`config.mk`:
```
export PLATFORM = sky130hd
export DESIGN_NAME = if_fetch_stage
export DESIGN_NICKNAME = d
export VERILOG_FILES = /design/src/rtl/if_fetch_stage_pkg.sv /design/src/rtl/if_fetch_stage_hold_buffer.sv /design/src/rtl/if_fetch_stage.sv
export SDC_FILE = /design/constraint.sdc
export NUM_CORES = 1
export LEC_CHECK = 0
export ABC_AREA = 1
export CAP_MARGIN = 20
export CORE_UTILIZATION = 42
export DETAILED_ROUTE_END_ITERATION = 7
export GPL_TIMING_DRIVEN = 0
export HOLD_SLACK_MARGIN = 0.06
export PLACE_DENSITY = 0.63
export SETUP_SLACK_MARGIN = 0.2
export SLEW_MARGIN = 0
export SYNTH_ARGS = -nofsm -noshare
export SYNTH_HDL_FRONTEND = slang
export SYNTH_SLANG_ARGS = --single-unit
```
`constraint.sdc`:
```
create_clock -name clk -period 2.24 [get_ports clk]
set_input_delay 0.336 -clock clk [delete_from_list [all_inputs] [get_ports clk]]
set_output_delay 0.336 -clock clk [all_outputs]
set_load 0.01 [all_outputs]
```
`src/rtl/if_fetch_stage_pkg.sv`:
```
// Shared fetch-stage types and the bubble/reset encodings used by fetch, decode
// and the ID/FO register.
package if_pkg;

  typedef enum logic [1:0] {
    BOOT  = 2'd0,
    FETCH = 2'd1,
    HOLD  = 2'd2,
    DRAIN = 2'd3
  } if_state_e;

  localparam logic [31:0] DEFAULT_NOP_WORD = 32'h0000_0000;
  localparam logic [15:0] DEFAULT_RESET_PC = 16'h0000;

endpackage

```
`src/rtl/if_fetch_stage_hold_buffer.sv`:
```
// One-entry instruction+pc buffer that parks a fetched word while decode is stalled.
module if_hold_buffer #(
  parameter int unsigned          ADDR_W   = 16,
  parameter int unsigned          INSTR_W  = 32,
  parameter logic [INSTR_W-1:0]   NOP_WORD = '0
) (
  input  logic               clk,
  input  logic               rst_n,
  input  logic               load,
  input  logic               clear,
  input  logic [INSTR_W-1:0] instr_in,
  input  logic [ADDR_W-1:0]  pc_in,
  output logic               valid,
  output logic [INSTR_W-1:0] instr,
  output logic [ADDR_W-1:0]  pc
);

  // clear wins over load so a redirect can never leave a wrong-path word parked
  always_ff @(posedge clk or negedge rst_n) begin
    if (!rst_n) begin
      valid <= 1'b0;
      instr <= NOP_WORD;
      pc    <= '0;
    end else if (clear) begin
      valid <= 1'b0;
      instr <= NOP_WORD;
      pc    <= '0;
    end else if (load) begin
      valid <= 1'b1;
      instr <= instr_in;
      pc    <= pc_in;
    end
  end

endmodule

```
`src/rtl/if_fetch_stage.sv`:
```
// Instruction-fetch stage: owns the PC, talks req/ready to instruction memory and
// hands one instruction (or a NOP bubble) per cycle to decode.
module if_fetch_stage
  import if_pkg::*;
#(
  parameter int unsigned        ADDR_W   = 16,
  parameter int unsigned        INSTR_W  = 32,
  parameter logic [ADDR_W-1:0]  RESET_PC = ADDR_W'(DEFAULT_RESET_PC),
  parameter logic [INSTR_W-1:0] NOP_WORD = INSTR_W'(DEFAULT_NOP_WORD)
) (
  input  logic               clk,
  input  logic               rst_n,
  output logic               imem_req,
  output logic [ADDR_W-1:0]  imem_addr,
  input  logic               imem_ready,
  input  logic [INSTR_W-1:0] imem_rdata,
  input  logic               stall,
  input  logic               redirect,
  input  logic [ADDR_W-1:0]  redirect_pc,
  output logic [INSTR_W-1:0] instr_out,
  output logic [ADDR_W-1:0]  pc_out,
  output logic               valid_out,
  output if_state_e          state_dbg
);

  // Memory handshake: a transfer happens on a cycle with imem_req=1 and imem_ready=1.
  // Once raised, imem_req stays high with imem_addr unchanged until that cycle;
  // imem_ready while imem_req=0 carries no meaning and is never looked at.
  if_state_e          state_q, state_d;
  logic [ADDR_W-1:0]  pc_q, pc_d, pend_q, pend_d, pc_out_d, pc_inc;
  logic [INSTR_W-1:0] instr_d;
  logic               valid_d;
  logic               hb_load, hb_clear, hb_valid;
  logic [INSTR_W-1:0] hb_instr;
  logic [ADDR_W-1:0]  hb_pc;

  assign pc_inc    = pc_q + ADDR_W'(1);
  assign imem_req  = (state_q == FETCH) || (state_q == DRAIN);
  assign imem_addr = pc_q;
  assign state_dbg = state_q;

  if_hold_buffer #(
    .ADDR_W   (ADDR_W),
    .INSTR_W  (INSTR_W),
    .NOP_WORD (NOP_WORD)
  ) u_hold (
    .clk      (clk),
    .rst_n    (rst_n),
    .load     (hb_load),
    .clear    (hb_clear),
    .instr_in (imem_rdata),
    .pc_in    (pc_q),
    .valid    (hb_valid),
    .instr    (hb_instr),
    .pc       (hb_pc)
  );

  always_ff @(posedge clk or negedge rst_n) begin
    if (!rst_n) begin
      state_q   <= BOOT;
      pc_q      <= RESET_PC;
      pend_q    <= '0;
      instr_out <= NOP_WORD;
      pc_out    <= '0;
      valid_out <= 1'b0;
    end else begin
      state_q   <= state_d;
      pc_q      <= pc_d;
      pend_q    <= pend_d;
      instr_out <= instr_d;
      pc_out    <= pc_out_d;
      valid_out <= valid_d;
    end
  end

  always_comb begin
    state_d  = state_q;
    pc_d     = pc_q;
    pend_d   = pend_q;
    instr_d  = instr_out;
    pc_out_d = pc_out;
    valid_d  = valid_out;
    hb_load  = 1'b0;
    hb_clear = 1'b0;

    case (state_q)
      BOOT: begin
        state_d = FETCH;
        if (redirect) begin
          pc_d     = redirect_pc;
          hb_clear = 1'b1;
          valid_d  = 1'b0;
          instr_d  = NOP_WORD;
        end
      end

      FETCH: begin
        if (redirect) begin
          valid_d = 1'b0;
          instr_d = NOP_WORD;
          if (imem_ready) begin
            pc_d     = redirect_pc;
            hb_clear = 1'b1;
          end else begin
            // request still in flight: let it finish, then jump
            pend_d  = redirect_pc;
            state_d = DRAIN;
          end
        end else if (imem_ready) begin
          pc_d = pc_inc;
          if (stall) begin
            hb_load = 1'b1;
            state_d = HOLD;
          end else begin
            instr_d  = imem_rdata;
            pc_out_d = pc_q;
            valid_d  = 1'b1;
          end
        end else if (!stall) begin
          valid_d = 1'b0;
          instr_d = NOP_WORD;
        end
      end

      HOLD: begin
        if (redirect) begin
          pc_d     = redirect_pc;
          hb_clear = 1'b1;
          valid_d  = 1'b0;
          instr_d  = NOP_WORD;
          state_d  = FETCH;
        end else if (!stall) begin
          instr_d  = hb_valid ? hb_instr : NOP_WORD;
          pc_out_d = hb_pc;
          valid_d  = hb_valid;
          hb_clear = 1'b1;
          state_d  = FETCH;
        end
      end

      DRAIN: begin
        // outputs are already a bubble here, so forcing NOP also honours stall
        valid_d = 1'b0;
        instr_d = NOP_WORD;
        if (imem_ready) begin
          pc_d    = redirect ? redirect_pc : pend_q;
          state_d = FETCH;
        end else if (redirect) begin
          pend_d = redirect_pc;
        end
      end

      default: state_d = BOOT;
    endcase
  end

endmodule

```
==> summary.md, run 1 <==
| Metric | Value |
|---|---|
| Synthesis Warnings | 0 |
| Post-synth cell types | 31 |
| Crit-path max FO | 11 |
| Ports | 121 |
| Cell count along the critical path | 10 |
| CTS Buffer Depth | 2 |
| PD cells | 1320 nW/um^2 |
| Peak supply drop | 0.655 mV |
| Net switching power | 4.61 mW |
| Max cap viols | 0 |
| Total core area | 15900 sq um |
| # clock sinks | 132 |
| Least-Margin Pin Slew | 0.479 ns |
| Flop pwr share | 0.323 |
| Final hold slack | 0.387 ns |
| CTS tree | built |
| Total CTS buffers | 17 |
| Fillers | 1499 |
| Avg Inst Size Synth | 8.02 sq um |
| Seq. cell area | 3310 sq um |
| Final WL | 18700 microns |
| Clock network power share | 0.241 |
| Row count | 46 |
| Reg2Reg Depth | 10 |
| Vias | 6239 |
| Register area share after synthesis | 0.484 |
| F_max | 509 MHz |
| CP cell instances | inv_4 -> clkbuf_8 -> ha_2 -> buf_8 -> nor2_1 -> o21ai_2 -> inv_2 -> clkbuf_4 -> nand3_1 -> o21ai_0 |
| Setup Crit Path Kind | reg -> reg |
| GRT overflow | 0 |
| Fin util | 0.570 |
| H-tree levels | 4 |
| Comb pwr share | 0.435 |
| Die area | 16800 sq um |
| Pin count of the biggest net entering global routing | 96 |
| CP max stage delay | 0.47 ns |
| Syn Std Cell Area | 6820 sq um |
| Antenna Cells | 0 |
| Post-layout nets | 1052 |
| Drt wl/cell | 15.3 microns |
| First-pass GRT wire length | 30500 microns |
| Number of buffers and inverters on the critical path | 5 |
| Vias per cell | 5.11 |
| Clock transition at the registers of the reported paths | 0.06 ns |
| Die width | 129 microns |
| Final RePlAce weighted congestion | 0.921 |
| Critical Path RT | 2.54 ns |
| Switching Share | 0.385 |
| Commonest non-fill, non-tap cell in the layout | nand2_1 |
| Outcome | finished, final reports clean |
| Cell Int Power | 7.37 mW |
| Fin cells | 1221 |
| RSZ-0062 raised after global routing | true |
| Post-DP HPWL | 13400 microns |
| Sum Neg Setup Slack | 0 ns |
| CTS Root Cell | clkbuf_16 |
| Initial antenna violation count | 0 |
| GRT Util Overall | 0.237 |
| Initial DRC Count | 476 |
| Final Skew | 0.00587 ns |
| Share of layout cells above drive strength 1 | 0.100 |
| Vias in the first global route | 5824 |
| Fin. Hold Viols | 0 |
| Worst path top cell family by delay | buffers and inverters |
| Multi-input gate area | 2690 sq um |
| CP Launch Type | flop |
| Final setup viols | 0 |
| Period utilization | 0.878 |
| Slew margin rel. | 0.680 |
| Hold Path Class | in -> async |
| Area Growth Syn to Fin | 32.9% |
| DRT antenna net count | 0 |
| CP endpoint kind | flop |
| Mapped Cells | 850 |
| DR DRC count | 0 |
| Syn nets | 908 |
| Clk_lat worst skew | 0.42 ns |
| Slew Viols, Final | 0 |
| Die Ht | 129 microns |
| Most frequent cells in the layout | 179 x nand2_1, 133 x inv_1, 130 x dfrtp_1 |
| Dpl cells | 1187 |
| Critical Path AT | 2.27 ns |
| Starting Density | 0.429 |
| Router iterations before antenna repair | 4 |
| Register bit total from synthesis | 132 |
| Crit path time final | 1.97 ns |
| CP max-delay cell | dfrtp_2 |
| Input/output buffers | 120 |
| LEAKAGE | 4.01 nW |
registers in the layout (all words and copies together), names as in the netlist:
register / count
pend_q: 16
u_hold.valid: 1
valid_out: 1
u_hold.instr: 32
instr_out: 32
state_dbg: 2
imem_addr: 16
u_hold.pc: 16
pc_out: 16
Yosys cell counts, drive strengths merged:
cell type / number / share of area
nand4: 2 / 0.0018
nor2: 18 / 0.012
o21ai: 91 / 0.067
buf: 41 / 0.043
a21oi: 43 / 0.032
a31oi: 1 / 0.00092
o21a: 22 / 0.024
nor3: 1 / 0.0015
nand3: 73 / 0.055
ha: 5 / 0.0092
dfrtp: 132 / 0.48
nand2: 180 / 0.10
o211ai: 15 / 0.017
nand3b: 1 / 0.0011
inv: 140 / 0.077
o2111ai: 1 / 0.0013
a211oi: 2 / 0.0022
clkbuf: 13 / 0.0072
a22oi: 1 / 0.0011
o221ai: 1 / 0.0013
o22ai: 67 / 0.061
metrics by stage:
step           cell area, sq um  power (mW)  worst slack (ns)
2_1_floorplan              6820        6.90             0.215
3_3_place_gp               8290        8.83             -4.59
3_5_place_dp               8320        8.89            -0.308
4_1_cts                    9000        11.9             0.181
5_1_grt                    9060        12.8             0.186
6_report                   9060        12.0             0.274
worst register-to-register path, cell delays in order (launching register included):
cell and delay [ns]:
dfrtp_2 0.47, inv_4 0.11, clkbuf_8 0.17, ha_2 0.23
buf_8 0.15, nor2_1 0.06, o21ai_2 0.20, inv_2 0.06
clkbuf_4 0.19, nand3_1 0.13, o21ai_0 0.08
worst paths after layout:
| check | startpoint | to | slack (ns) |
|---|---|---|---|
| setup reg to reg | state_dbg[0] | imem_addr[5] | 0.27 |
| setup / recovery | state_dbg[0] | imem_addr[5] | 0.27 |
| min in group clk | pc_out[11] | pc_out[11] | 0.49 |
| hold / removal | rst_n | instr_out[19] | 0.39 |
| max in group asynchronous | rst_n | state_dbg[0] | 1.04 |
| hold reg to reg | pc_out[11] | pc_out[11] | 0.49 |
routing by layer:
| metal | track usage | wire, microns | vias to the layer above |
|---|---|---|---|
| li1 | - | - | 3106 |
| met1 | 0.351 | 9020 | 2918 |
| met2 | 0.355 | 8440 | 196 |
| met3 | 0.0405 | 1040 | 19 |
| met4 | 0.0711 | 202 | 0 |
| met5 | 0 | 0 | - |
layout make-up:
cell class,instances,area share
flip-flops and latches,132,0.365
multi-input cells,524,0.297
repair buffers,125,0.139
inverters,140,0.0585
clock buffers,20,0.0493
plain buffers,54,0.0438
well taps,216,0.0298
clock inverters,10,0.0174
timing repair:
| item | in CTS | in global routing |
|---|---|---|
| hold buffers | 1 | 0 |
| resized for setup | 25 | 17 |
| endpoints found under the hold margin | 37 | 0 |
| setup buffers | 0 | 3 |
| setup endpoints to repair | 117 | 90 |
| pin swaps | 0 | 2 |
| gates cloned | 0 | 0 |
power by group through the flow:
stage          clock, mW  sequential [mW]  combinational [mW]
6_report            2.89             3.87                5.21
5_1_grt             3.02             3.98                5.80
4_1_cts             2.94             3.87                5.11
3_5_place_dp           0             3.89                5.00
3_3_place_gp           0             3.88                4.95
2_1_floorplan          0             3.92                2.98
logic make-up (layout without fill, tap and decap cells):
logic type / Yosys count / count (layout) / synth area share
AOI/OAI and AO/OA: 244 / 244 / 0.208
adders and majority gates: 5 / 5 / 0.00917
buffers and inverters: 194 / 349 / 0.127
DFF: 132 / 132 / 0.484
and+or+nand+nor: 275 / 275 / 0.172
Note: power is estimated with default switching activity, not from simulation.
==> run 2, diff against run 1 <==
- CORE_MARGIN: unset -> 2
- RECOVER_POWER: unset -> 100
==> run 2 against run 1 <==
Against the previous run:
- sequential share of layout area up 0.42 points
- via count up 0.69%
- largest cell class unchanged
- routed wire length decreased by 0.81%
==> summary.md, run 2 (synthesis gave the netlist of run 1 again) <==
| Metric | Value |
|---|---|
| Antenna Cells | 0 (unchanged) |
| # clock sinks | 132 (unchanged) |
| Worst path top cell family by delay | buffers and inverters |
| Final hold slack | 0.485 ns (+0.0976 ns) |
| Slew Viols, Final | 0 (unchanged) |
| Starting Density | 0.429 (unchanged) |
| LEAKAGE | 4.11 nW (+2.4%) |
| Drt wl/cell | 15.2 microns (-0.98%) |
| Die area | 17300 sq um (+3.1%) |
| Multi-input gate area | 2670 sq um (-0.74%) |
| Final setup viols | 0 (unchanged) |
| Total core area | 15900 sq um (unchanged) |
| Router iterations before antenna repair | 4 (unchanged) |
| Final WL | 18500 microns (-0.81%) |
| Post-DP HPWL | 13300 microns (-0.61%) |
| CP cell instances | ha_2 -> inv_1 -> nand2_1 -> dlygate4sd2_1 |
| Peak supply drop | 0.621 mV (-5.2%) |
| H-tree levels | 4 (unchanged) |
| Commonest non-fill, non-tap cell in the layout | nand2_1 |
| Setup Crit Path Kind | reg -> out |
| Area Growth Syn to Fin | 31.3% |
| Final Skew | 0.00679 ns (+0.000925 ns) |
| Crit-path max FO | 5 (-6) |
| Vias per cell | 5.14 (+0.52%) |
| Critical Path RT | 1.90 ns (-0.64 ns) |
| Fin cells | 1223 (+0.16%) |
| Least-Margin Pin Slew | 0.916 ns (+0.436 ns) |
| PD cells | 1280 nW/um^2 (-2.9%) |
| Row count | 46 (unchanged) |
| Largest regs | instr_out: 32 flops, u_hold.instr: 32 flops |
| Die Ht | 131 microns (+1.5%) |
| Post-layout nets | 1052 (unchanged) |
| Ports | 121 (unchanged) |
| Final RePlAce weighted congestion | 0.899 (-2.4%) |
| Vias | 6282 (+0.69%) |
| CP Launch Type | flop |
| Share of layout cells above drive strength 1 | 0.0933 (-0.00715) |
| Min-delay src | pc_out[11] |
| DRT antenna net count | 0 (unchanged) |
| CTS Buffer Depth | 2 (unchanged) |
| Period utilization | 0.928 (+0.0502) |
| Final WS setup | 0.162 ns (-0.112 ns) |
| Clk_lat worst skew | 0.42 ns (about the same) |
| Slew margin rel. | 0.390 (-0.291) |
| Most frequent cells in the layout | 178 x nand2_1, 136 x inv_1, 131 x dfrtp_1 |
| Initial antenna violation count | 0 (unchanged) |
| Sum Neg Setup Slack | 0 ns (unchanged) |
| Crit path time final | 2.08 ns (+0.112 ns) |
| CTS tree | built |
| Vias in the first global route | 5954 (+2.2%) |
| F_max | 481 MHz (-5.4%) |
| Clock transition at the registers of the reported paths | 0.06 ns (about the same) |
| CTS Root Cell | clkbuf_16 |
| Dpl cells | 1187 (unchanged) |
| Hold Path Class | reg -> reg |
| CP max-delay cell | dfrtp_2 |
| Critical Path AT | 1.74 ns (-0.53 ns) |
| Seq. cell area | 3300 sq um (about the same) |
| Worst Setup SP | state_dbg[0] |
| RSZ-0062 raised after global routing | true |
| Worst r2r src | state_dbg[0] |
| DR DRC count | 0 (unchanged) |
| Max cap viols | 0 (unchanged) |
| GRT Util Overall | 0.221 (-0.0155) |
| CP max stage delay | 0.45 ns (-0.02 ns) |
| Fin. Hold Viols | 0 (unchanged) |
| Initial DRC Count | 517 (+8.6%) |
| Die width | 131 microns (+1.5%) |
| Pin count of the biggest net entering global routing | 100 (+4.2%) |
| CP endpoint kind | output pin |
| Outcome | finished, final reports clean |
| Total CTS buffers | 17 (unchanged) |
| Dpl ws | -0.299 ns (+0.00858 ns) |
| Fillers | 1515 (+1.1%) |
| First-pass GRT wire length | 31100 microns (+1.8%) |
| Number of buffers and inverters on the critical path | 2 (-3) |
| Input/output buffers | 120 (unchanged) |
| GRT overflow | 0 (unchanged) |
run 2: cell types whose count changed in the layout (fill, tap and decap cells not counted), sizes merged:
cell	delta
clkdlybuf4s50	-67
dlygate4sd3	+67
buf	-9
clkbuf	+8
inv	+4
bufinv	-3
clkinv	+3
clkdlybuf4s15	-1
clkinvlp	-1
dlygate4sd2	+1
run 2: area by class of cell:
| class | instances | area share |
|---|---|---|
| clock buffer | 19 | 0.0495 |
| multi-input combinational | 524 | 0.298 |
| tap | 216 | 0.0302 |
| buffer | 54 | 0.0404 |
| sequential | 132 | 0.369 |
| inverter | 140 | 0.0590 |
| timing repair buffer | 125 | 0.140 |
| clock inverter | 13 | 0.0140 |
run 2: timing repair:
action	in CTS	in global routing
endpoints found under the hold margin	33	0
setup buffers	1	2
endpoints found under the setup margin	117	104
gates cloned	0	0
resized for setup	12	26
hold buffers	1	0
pin swaps	0	1
run 2: worst paths after layout:
kind | slack, ns | cells past startpoint | to
setup / recovery | 0.16 | 4 | imem_req
hold / removal | 0.48 | 1 | pc_out[11]
min in group asynchronous | 0.58 | 2 | instr_out[10]
setup reg to reg | 0.19 | 10 | instr_out[31]
max in group asynchronous | 0.69 | 3 | pc_out[11]
hold reg to reg | 0.48 | 1 | pc_out[11]
run 2: stage by stage:
| step | area [sq um] | total power [mW] | util |
|---|---|---|---|
| 2_1_floorplan | 6820 | 6.90 | - |
| 3_3_place_gp | 8290 | 8.83 | 0.522 |
| 3_5_place_dp | 8320 | 8.89 | 0.524 |
| 4_1_cts | 8930 | 11.7 | 0.562 |
| 5_1_grt | 8950 | 12.3 | 0.564 |
| 6_report | 8950 | 11.5 | 0.564 |
run 2: metal layers:
metal | up-vias | part of all wire | track usage | wire length (microns)
met5 | - | 0 | 0 | 0
met4 | 0 | 0.017 | 0.0725 | 319
met3 | 27 | 0.047 | 0.0394 | 878
met2 | 182 | 0.44 | 0.326 | 8220
met1 | 2951 | 0.49 | 0.330 | 9130
li1 | 3122 | - | - | -
run 2: power breakdown:
group	internal [mW]	leakage (nW)	switching, mW
combinational	2.00	2.12	2.97
sequential	3.28	1.72	0.554
clock	1.57	0.275	1.12
==> run 3, diff against run 2 <==
- ABC_AREA: 1 -> unset
- clock period: 2.24 -> 2.1 ns (I/O delays scaled with it)
==> run 3 against run 2 <==
Against the previous run:
- critical endpoint is now pend_q[12]
- critical path type is now reg -> reg
- largest cell class unchanged
- sequential power increased by 13%
- synthesized area decreased by 4.6%
- flip-flop and latch count stayed put
==> summary.md, run 3 <==
| Metric | Value |
|---|---|
| Outcome | finished, final reports clean |
| Router iterations before antenna repair | 5 (+1) |
| Fin. Hold Viols | 0 (unchanged) |
| Least-Margin Pin Slew | 1.24 ns (+0.323 ns) |
| CP cell instances | inv_2 -> ha_4 -> buf_12 -> o21ai_0 -> nor2_4 -> clkbuf_2 -> mux2_2 |
| Register bit total from synthesis | 132 (unchanged) |
| Fillers | 1199 (-21%) |
| Pin count of the biggest net entering global routing | 87 (-13%) |
| Vias in the first global route | 5439 (-8.6%) |
| Hold Path Class | in -> reg |
| Synthesis Warnings | 0 (unchanged) |
| Top post-synthesis cells by area | dfrtp_1 51%, a22o_1 11%, mux2_2 4.2%, a22oi_1 3.9%, mux2i_1 3.4% |
| Die width | 128 microns (-2.3%) |
| PD cells | 1440 nW/um^2 (+12%) |
| DRT antenna net count | 0 (unchanged) |
| Critical Path RT | 2.40 ns (+0.50 ns) |
| DR DRC count | 0 (unchanged) |
| CP max-delay cell | dfrtp_2 |
| CTS Buffer Depth | 2 (unchanged) |
| Dpl cells | 913 (-23%) |
| Crit-path max FO | 7 (+2) |
| Drt wl/cell | 19.7 microns (+30%) |
| Total core area | 15100 sq um (-4.7%) |
| Mapped Cells | 606 (-29%) |
| EDFF count, synth | 0 (unchanged) |
| Die Ht | 128 microns (-2.3%) |
| Final RePlAce weighted congestion | 0.879 (-2.2%) |
| Worst r2r src | state_dbg[1] |
| Input/output buffers | 118 (-1.7%) |
| CP max stage delay | 0.42 ns (-0.03 ns) |
| Post-DP HPWL | 13100 microns (-1.8%) |
| Period utilization | 0.927 |
| F_max | 514 MHz |
| CTS Root Cell | clkbuf_16 |
| Starting Density | 0.429 (about the same) |
| Final setup viols | 0 (unchanged) |
| Setup Crit Path Kind | reg -> reg |
| Clock transition at the registers of the reported paths | 0.06 ns (about the same) |
| CP endpoint kind | flop |
| Dpl ws | -0.373 ns (-0.0744 ns) |
| Worst path top cell family by delay | buffers and inverters |
| Vias per cell | 5.89 (+15%) |
| Post-layout nets | 836 (-21%) |
| # clock sinks | 132 (unchanged) |
| Clk_lat worst skew | 0.42 ns (about the same) |
| RSZ-0062 raised after global routing | true |
| Avg Inst Size Synth | 10.7 sq um (+34%) |
| Initial DRC Count | 497 (-3.9%) |
| Ports | 121 (unchanged) |
| Syn Std Cell Area | 6500 sq um (-4.6%) |
| Share of layout cells above drive strength 1 | 0.253 (+0.159) |
| Ys async rst share | 1.00 (unchanged) |
| Peak supply drop | 0.667 mV (+7.5%) |
| Largest regs | instr_out: 32 flops, u_hold.instr: 32 flops |
| Final WL | 19300 microns (+3.9%) |
| Register area share after synthesis | 0.508 (+0.0235) |
| Min-delay src | imem_ready |
| First-pass GRT wire length | 29700 microns (-4.3%) |
| LEAKAGE | 4.22 nW (+2.7%) |
| Max cap viols | 0 (unchanged) |
| Antenna Cells | 0 (unchanged) |
| Area Growth Syn to Fin | 43.2% |
| CTS tree | built |
| Post-synth top area share | 0.508 (+0.0235) |
| Row count | 45 (-2.2%) |
| GRT overflow | 0 (unchanged) |
| Final Skew | 0.00967 ns (+0.00288 ns) |
| Most frequent cells in the layout | 130 x dfrtp_1, 83 x a22o_1, 62 x dlygate4sd3_1 |
| Slew Viols, Final | 0 (unchanged) |
| Post-synth cell types | 64 (+110%) |
| Yosys top cell by area | dfrtp_1 |
| Synth Flop Type | dfrtp_1 |
| Synth top cells by count | 132 x dfrtp_1, 83 x a22o_1, 45 x nor2_1 |
| Total CTS buffers | 17 (unchanged) |
| Commonest non-fill, non-tap cell in the layout | dfrtp_1 |
| CP Launch Type | flop |
| Count leader, synth | dfrtp_1 |
| Critical Path AT | 2.25 ns (+0.51 ns) |
| Final WS setup | 0.153 ns (-0.00880 ns) |
| Number of buffers and inverters on the critical path | 3 (+1) |
| Slew margin rel. | 0.174 (-0.215) |
| Die area | 16500 sq um (-4.5%) |
| H-tree levels | 4 (unchanged) |
| Fin cells | 979 (-20%) |
| Initial antenna violation count | 0 (unchanged) |
| Vias | 5764 (-8.2%) |
| GRT Util Overall | 0.230 (+0.00898) |
| Crit path time final | 1.95 ns |
| Worst Setup SP | state_dbg[1] |
| Syn nets | 664 (-27%) |
-- run 3: changes by cell type after synthesis, moves of 24 or more --
cell     delta
a21oi_1    -30
o22ai_1    -65
o21ai_1    -32
nor2_1     +30
nand2_1   -138
nand3_1    -67
a22o_1     +83
a22oi_1    +33
mux2_2     +24
inv_1     -118
-- run 3: worst min-delay path: stages --
cell and delay [ns]:
buf_2 0.18, a21oi_1 0.14, o21ai_0 0.08
-- run 3: worst paths after layout --
kind,end,slack [ns],cells after the start
worst max register to register,pend_q[12],0.15,7
max in group asynchronous,u_hold.instr[5],0.37,3
min in group asynchronous,pend_q[12],0.69,2
worst max-delay path,pend_q[12],0.15,7
worst min-delay path,u_hold.valid,0.34,3
worst min register to register,pc_out[0],0.47,2
-- run 3: kinds of logic after synthesis --
| logic type | after synthesis | share of synthesized area |
|---|---|---|
| XOR/XNOR | 1 | 0.00135 |
| flip-flops | 132 | 0.508 |
| AND/OR/NAND/NOR | 124 | 0.0933 |
| multiplexers | 46 | 0.0754 |
| AO/OA/AOI/OAI | 223 | 0.261 |
| adder cells (fa/ha/maj) | 5 | 0.00962 |
| buffers and inverters | 75 | 0.0512 |
-- run 3: per-stage QoR --
stage	hold slack [ns]	total power, mW	area, sq um	util	setup TNS, ns
global route	0.358	14.2	9320	0.615	0
floorplan	0.0194	7.26	6520	-	0
global placement	0.465	9.22	7940	0.524	-618.94
CTS	0.313	12.8	8850	0.584	0
detailed placement	0.276	9.33	7970	0.526	-22.08
finish	0.339	13.4	9320	0.615	0
-- run 3: cell type report --
cell class | instances | area, sq um | share of cell area
repair buffers | 153 | 1510 | 0.162
flip-flops and latches | 132 | 3310 | 0.355
inverters | 16 | 60.1 | 0.00645
clock buffers | 19 | 453 | 0.0486
multi-input cells | 399 | 3110 | 0.334
clock inverters | 13 | 146 | 0.0157
well taps | 188 | 235 | 0.0252
plain buffers | 59 | 497 | 0.0533
-- run 3: where the power goes --
| group | total (mW) | internal [mW] | switching [mW] |
|---|---|---|---|
| Clock | 3.01 | 1.83 | 1.18 |
| Sequential | 4.33 | 3.54 | 0.789 |
| Combinational | 6.09 | 3.03 | 3.06 |
| Total | 13.4 | 8.40 | 5.03 |
-- run 3: repair_timing --
item	4_1_cts	5_1_grt
buffers inserted	8	22
hold buffers	1	0
hold endpoints to repair	46	0
pin swaps	2	9
setup endpoints to repair	134	122
gates resized for setup	66	100
cloned	0	3
-- run 3: per-layer routing --
layer / up-vias / GRT usage / wire length, microns
met1: 2838 / 0.342 / 8770
met4: 0 / 0.0666 / 332
met5: - / 0 / 0
met3: 38 / 0.0507 / 1260
met2: 249 / 0.339 / 8920
li1: 2639 / - / -
